## src/rtl/mem_stage_pkg.sv

```systemverilog
// rtl/mem_stage_pkg.sv - shared encodings and helpers for the memory-access stage
package mem_stage_pkg;

  localparam int TIMEOUT_CYCLES_DEF = 16;

  localparam logic [1:0] RES_ALU  = 2'b00;
  localparam logic [1:0] RES_MEM  = 2'b01;
  localparam logic [1:0] RES_LINK = 2'b10;

  typedef enum logic [0:0] {
    ST_IDLE = 1'b0,
    ST_WAIT = 1'b1
  } state_t;

  // Writeback value mux; the unused 2'b11 encoding falls back to the ALU result.
  function automatic logic [31:0] sel_result(input logic [1:0]  src,
                                             input logic [31:0] alu,
                                             input logic [31:0] rdata,
                                             input logic [31:0] link);
    case (src)
      RES_MEM:  sel_result = rdata;
      RES_LINK: sel_result = link;
      default:  sel_result = alu;
    endcase
  endfunction

endpackage

```

## src/rtl/mem_stage_mem_wb_reg.sv

```systemverilog
// rtl/mem_stage_mem_wb_reg.sv - MEM/WB pipeline register with bubble insertion
module mem_stage_mem_wb_reg
  import mem_stage_pkg::*;
(
  input  logic        clk,
  input  logic        reset,
  input  logic        bubble,
  input  logic [4:0]  rd,
  input  logic        reg_write,
  input  logic [31:0] result,
  input  logic        exc,
  output logic [4:0]  mem_wb_rd,
  output logic        mem_wb_RegWrite,
  output logic [31:0] mem_wb_result,
  output logic        mem_wb_exc
);

  // Capture every cycle; a stalled cycle loads an all-zero bubble so WB never sees a half-done access.
  always_ff @(posedge clk) begin
    if (reset || bubble) begin
      mem_wb_rd       <= 5'd0;
      mem_wb_RegWrite <= 1'b0;
      mem_wb_result   <= 32'd0;
      mem_wb_exc      <= 1'b0;
    end else begin
      mem_wb_rd       <= rd;
      mem_wb_RegWrite <= reg_write;
      mem_wb_result   <= result;
      mem_wb_exc      <= exc;
    end
  end

endmodule

```

## src/rtl/mem_stage.sv

```systemverilog
// rtl/mem_stage.sv - memory-access pipeline stage with data-memory handshake and timeout
module mem_stage
  import mem_stage_pkg::*;
#(
  parameter int TIMEOUT_CYCLES = TIMEOUT_CYCLES_DEF,
  parameter int CNT_W          = 5
) (
  input  logic        clk,
  input  logic        reset,
  input  logic [31:0] ex_mem_alu_result,
  input  logic [31:0] ex_mem_store_val,
  input  logic [4:0]  ex_mem_rd,
  input  logic        ex_mem_RegWrite,
  input  logic        ex_mem_MemRead,
  input  logic        ex_mem_MemWrite,
  input  logic [1:0]  ex_mem_ResultSrc,
  input  logic [31:0] ex_mem_link_val,
  output logic        dmem_req,
  output logic        dmem_we,
  output logic [31:0] dmem_addr,
  output logic [31:0] dmem_wdata,
  input  logic        dmem_ready,
  input  logic [31:0] dmem_rdata,
  output logic        stall_mem,
  output logic [4:0]  mem_wb_rd,
  output logic        mem_wb_RegWrite,
  output logic [31:0] mem_wb_result,
  output logic        mem_wb_exc,
  output logic [31:0] wb_data
);

  localparam logic [CNT_W-1:0] TIMEOUT_CNT = CNT_W'(TIMEOUT_CYCLES);

  state_t           state;
  logic [CNT_W-1:0] cnt;
  logic             mem_op;
  logic             misaligned;
  logic             timeout_hit;

  // Request side: address/data come straight from the frozen EX/MEM register, so they stay stable.
  always_comb begin
    mem_op      = ex_mem_MemRead | ex_mem_MemWrite;
    misaligned  = mem_op & (ex_mem_alu_result[1:0] != 2'b00);
    dmem_req    = mem_op & ~misaligned;
    dmem_we     = ex_mem_MemWrite;
    dmem_addr   = {ex_mem_alu_result[31:2], 2'b00};
    dmem_wdata  = ex_mem_store_val;
    timeout_hit = (state == ST_WAIT) & dmem_req & ~dmem_ready & (cnt == TIMEOUT_CNT);
    stall_mem   = dmem_req & ~dmem_ready & ~timeout_hit;
  end

  // Wait tracking: count stalled cycles and give up on the access once the limit is reached.
  always_ff @(posedge clk) begin
    if (reset) begin
      state <= ST_IDLE;
      cnt   <= '0;
    end else begin
      case (state)
        ST_IDLE: begin
          if (dmem_req && !dmem_ready) begin
            state <= ST_WAIT;
            cnt   <= CNT_W'(1);
          end
        end
        ST_WAIT: begin
          // A vanished request is treated like completion so the counter cannot run away.
          if (dmem_ready || !dmem_req || timeout_hit) begin
            state <= ST_IDLE;
            cnt   <= '0;
          end else begin
            cnt <= cnt + CNT_W'(1);
          end
        end
        default: begin
          state <= ST_IDLE;
          cnt   <= '0;
        end
      endcase
    end
  end

  mem_stage_mem_wb_reg u_mem_wb_reg (
    .clk             (clk),
    .reset           (reset),
    .bubble          (stall_mem),
    .rd              (ex_mem_rd),
    .reg_write       (ex_mem_RegWrite & ~misaligned & ~timeout_hit),
    .result          (sel_result(ex_mem_ResultSrc, ex_mem_alu_result, dmem_rdata, ex_mem_link_val)),
    .exc             (misaligned | timeout_hit),
    .mem_wb_rd       (mem_wb_rd),
    .mem_wb_RegWrite (mem_wb_RegWrite),
    .mem_wb_result   (mem_wb_result),
    .mem_wb_exc      (mem_wb_exc)
  );

  assign wb_data = mem_wb_result;

endmodule
```

## config.mk

```make
export PLATFORM = sky130hd
export DESIGN_NAME = mem_stage
export DESIGN_NICKNAME = d
export VERILOG_FILES = /design/src/rtl/mem_stage_pkg.sv /design/src/rtl/mem_stage_mem_wb_reg.sv /design/src/rtl/mem_stage.sv
export SDC_FILE = /design/constraint.sdc
export NUM_CORES = 1
export LEC_CHECK = 0
export BUFFER_PORTS_ARGS = -buffer_cell sky130_fd_sc_hd__clkbuf_2
export CAP_MARGIN = 20
export CORE_AREA = 2 2 109 111
export CTS_BUF_LIST = sky130_fd_sc_hd__clkbuf_8
export CTS_CLUSTER_SIZE = 14
export DETAILED_ROUTE_END_ITERATION = 10
export DIE_AREA = 0 0 111 113
export PLACE_DENSITY = 0.68
export SYNTH_ARGS = -nofsm -noshare
export SYNTH_HDL_FRONTEND = slang
export SYNTH_SLANG_ARGS = --single-unit
```

## constraint.sdc

```tcl
create_clock -name clk -period 1.82 [get_ports clk]
set_input_delay 0.364 -clock clk [delete_from_list [all_inputs] [get_ports clk]]
set_output_delay 0.364 -clock clk [all_outputs]
set_load 0.005 [all_outputs]
```

==> out/qor.csv <==
stage,metric,value,unit
timing,Max Slew Vio Count,0,
die,Die H,113,µm
logic_synthesis,Yosys reg bits,45,
worst_setup_path,worst reg2reg path startpoint,cnt[0],
worst_setup_path,critical path arrival,1350,ps
logic_synthesis,register area share after synthesis,0.3011,
pwr,power density cells,663.8,nW/µm²
routing,router iterations before antenna repair,4,
timing,Final Setup Violations,0,
routing,final wirelength,8636,µm
logic_synthesis,Post-synth top cells,"buf_4, dfxtp_1, nor2_1, a21oi_1, a22oi_1",
routing,post-route antenna net violation count,0,
worst_setup_path,Setup crit start kind,register,
cells_and_area,post-route cell area,3596,µm²
clock_tree,CTS root buffer,clkbuf_8,
logic_synthesis,Netlist cell types,36,
clock_tree,total CTS buffers,5,
clock_tree,Skew-Pair Late Insertion Delay,300,ps
timing,Final period util,0.9417,
logic_synthesis,main flop type after synthesis,dfxtp_1,
grt,GRT Total Usage,0.1307,
timing,Max Clock Skew,4.035,ps
timing,worst slew pin tran,657.7,ps
logic_synthesis,most frequent cell after synthesis,buf_4,
pwr,Tot Pwr,0.002387,W
die,Die Wd,111,µm
grt,initial antenna violation count,0,
logic_synthesis,Post-synth EDFFs,0,
worst_setup_path,CP max stage cell,dfxtp_1,
worst_setup_path,worst setup path end,stall_mem,
logic_synthesis,"top cells by area, synth","dfxtp_1, buf_4, nor2_4",
logic_synthesis,area share of the largest cell type after synthesis,0.3011,
worst_setup_path,"CP delay by family, top",flip-flops,
clock_tree,clock-pin slew on the worst setup and hold paths,90,ps
pwr,Static Leakage,1.792,nW
worst_hold_path,Hold Crit Class,in2reg,
worst_setup_path,Reg2Reg Setup Slack,250,ps
routing,Vias,2633,
pwr,maximum VDD drop,0.3016,mV
timing,final worst-path setup slack,106.0,ps
logic_synthesis,Syn Area/Cell,8.572,µm²
cells_and_area,synthesis-to-layout area growth,20.20,%
routing,remaining routing DRC violations,0,
cells_and_area,"Core Util, Final",0.3190,
logic_synthesis,cell taking the most area after synthesis,dfxtp_1,
grt,first-pass GRT wire length,13120,µm
die,# rows,39,
die,die area,12540,µm²
timing,"Hold Vio Cnt, Final",0,
logic_synthesis,"Warnings, synthesis",0,
clock_tree,clock buffer depth,2,
placement,Place WS,-13.60,ps
worst_setup_path,crit path cell chain,inv_1 > ha_1 > nand4_4 > and2_2 > clkbuf_2,
routing,drt first-iter violations,101,
die,# IOs,279,
worst_setup_path,CP Class,reg2out,
grt,vias in the first global route,2519,
routing,per-cell routed wire length,14.27,µm
grt,grt total ovfl,0,
cells_and_area,diode count,0,
worst_setup_path,Worst Path Max Fanout,3,
placement,"Cell Area, Placed",3498,µm²
clock_tree,CTS sink cnt,45,
timing,unrepaired setup endpoints after global routing,false,
worst_setup_path,Crit Reg-Reg Endpoint,u_mem_wb_reg.mem_wb_result[30],
die,Initial Util,0.2654,
worst_setup_path,critical path depth,5,
worst_setup_path,launch point of the worst path,cnt[0],
worst_setup_path,CP endpoint kind,output port,
logic_synthesis,synthesized area,2992,µm²
worst_setup_path,"slowest stage delay, CP",340,ps
worst_setup_path,Worst Path Buf+Inv,2,
logic_synthesis,cells after synthesis,349,
run_status,status,finished clean,
clock_tree,CTS resizes,0,
cells_and_area,Non-Filler Instances,605,
run,max-cap viol count,0,
cells_and_area,fraction of layout cells with a size suffix above 1,0.5758,
worst_setup_path,Critical Path RT,1460,ps
grt,largest net degree at the start of global routing,39,
die,total core area,11270,µm²
worst_setup_path,Reg2Reg Depth,7,
placement,RePlAce Congestion,0.8553,
placement,dpl cells,596,
clock_tree,clock tree from TritonCTS,yes,
clock_tree,H-tree depth,2,
placement,DP Wirelength,7148,µm
timing,min cycle time layout,1714,ps
logic_synthesis,ys async rst share,0,
cells_and_area,Layout Nets,606,
placement,port bufs,212,
timing,Max Clk Rate,0.5834,GHz
timing,Slew HR,0.5615,
routing,via density per instance,4.352,
## power by group
group | internal, W | leakage [nW] | total (W) | switching [W]
sequential | 0.00105 | 0.370 | 0.00108 | 0.0000365
combinational | 0.000319 | 1.38 | 0.000664 | 0.000346
clock | 0.000273 | 0.0445 | 0.000638 | 0.000365
## worst min path at each step
stage,startpoint,end,slack (ps),cells past startpoint
floorplan,ex_mem_rd[0],u_mem_wb_reg.mem_wb_rd[0],490,2
global placement,cnt[4],cnt[4],510,1
detailed placement,cnt[4],cnt[4],540,1
CTS,ex_mem_rd[4],u_mem_wb_reg.mem_wb_rd[4],240,3
global route,ex_mem_rd[4],u_mem_wb_reg.mem_wb_rd[4],240,3
finish,ex_mem_rd[4],u_mem_wb_reg.mem_wb_rd[4],260,3
## through the flow
| step | hold slack, ps | TNS [ps] |
|---|---|---|
| 6_report | 261.4 | 0 |
| 3_3_place_gp | 514.3 | -15.89 |
| 4_1_cts | 240.9 | 0 |
| 5_1_grt | 238.2 | 0 |
| 3_5_place_dp | 535.9 | -13.60 |
| 2_1_floorplan | 490.5 | 0 |
## cell families (layout without fill, tap and decap cells)
group | count (synthesis) | after routing | share of synthesized area
buf+inv | 127 | 239 | 0.3020
simple gates | 94 | 94 | 0.2087
flops | 45 | 45 | 0.3011
compound gates | 77 | 77 | 0.1669
mux | 1 | 1 | 0.003346
fa+ha+maj | 4 | 4 | 0.01673
other cells | 1 | 2 | 0.001254
## tightest hold or removal path: cells and delay by family
kind	cells	cell delay, ps
simple gates	1	30
buf+inv	2	130
## cell type report
type                       instances  area [µm²]
inverter                          11       41.29
timing repair buffer             220        1184
clock inverter                     3       21.27
fill                            1189        7676
multi-input combinational        178        1201
clock buffer                       5       68.82
sequential                        45       900.9
tap                              143       178.9
## sequential cells by signal, summed over array words and instances (netlist names)
signal / flops
u_mem_wb_reg.mem_wb_rd: 5
u_mem_wb_reg.mem_wb_RegWrite: 1
state: 1
cnt: 5
u_mem_wb_reg.mem_wb_exc: 1
u_mem_wb_reg.mem_wb_result: 32
## layout by cell type (no fill, tap or decap)
cell type	count
buf_12	5
clkinvlp_4	1
nor2_1	44
mux2i_1	1
o21ba_4	1
a32oi_1	1
ha_1	3
o21a_1	1
nand4b_1	1
inv_1	11
clkbuf_8	5
o311a_1	1
nand3_1	3
clkbuf_2	212
nor3b_1	1
nor4b_1	1
a31oi_1	2
nor3_1	2
a21oi_1	36
conb_1	2
nor3_4	1
nand2b_1	1
nor2_4	25
and2_2	1
or2_4	1
nand4_4	1
a21o_4	1
a22oi_1	32
o41ai_1	1
nor2b_1	2
clkinv_2	1
inv_6	1
buf_4	3
a211oi_1	1
nand2_1	3
and3_1	1
dfxtp_1	45
ha_2	1
nor2_2	6
## routing by layer
metal,track usage,vias to the layer above,wire [µm]
li1,-,1293,-
met1,0.1476,1211,3240
met2,0.2462,118,4673
met3,0.02999,11,610
met4,0.03667,0,111
met5,0,-,0
## repair_timing
item                                    in CTS  in global routing
endpoints found under the setup margin       1                  0
hold buffers                                 0                  0
endpoints found under the hold margin        0                  0
setup buffers                                1                  0
Note: power is estimated with default switching activity, not from simulation.
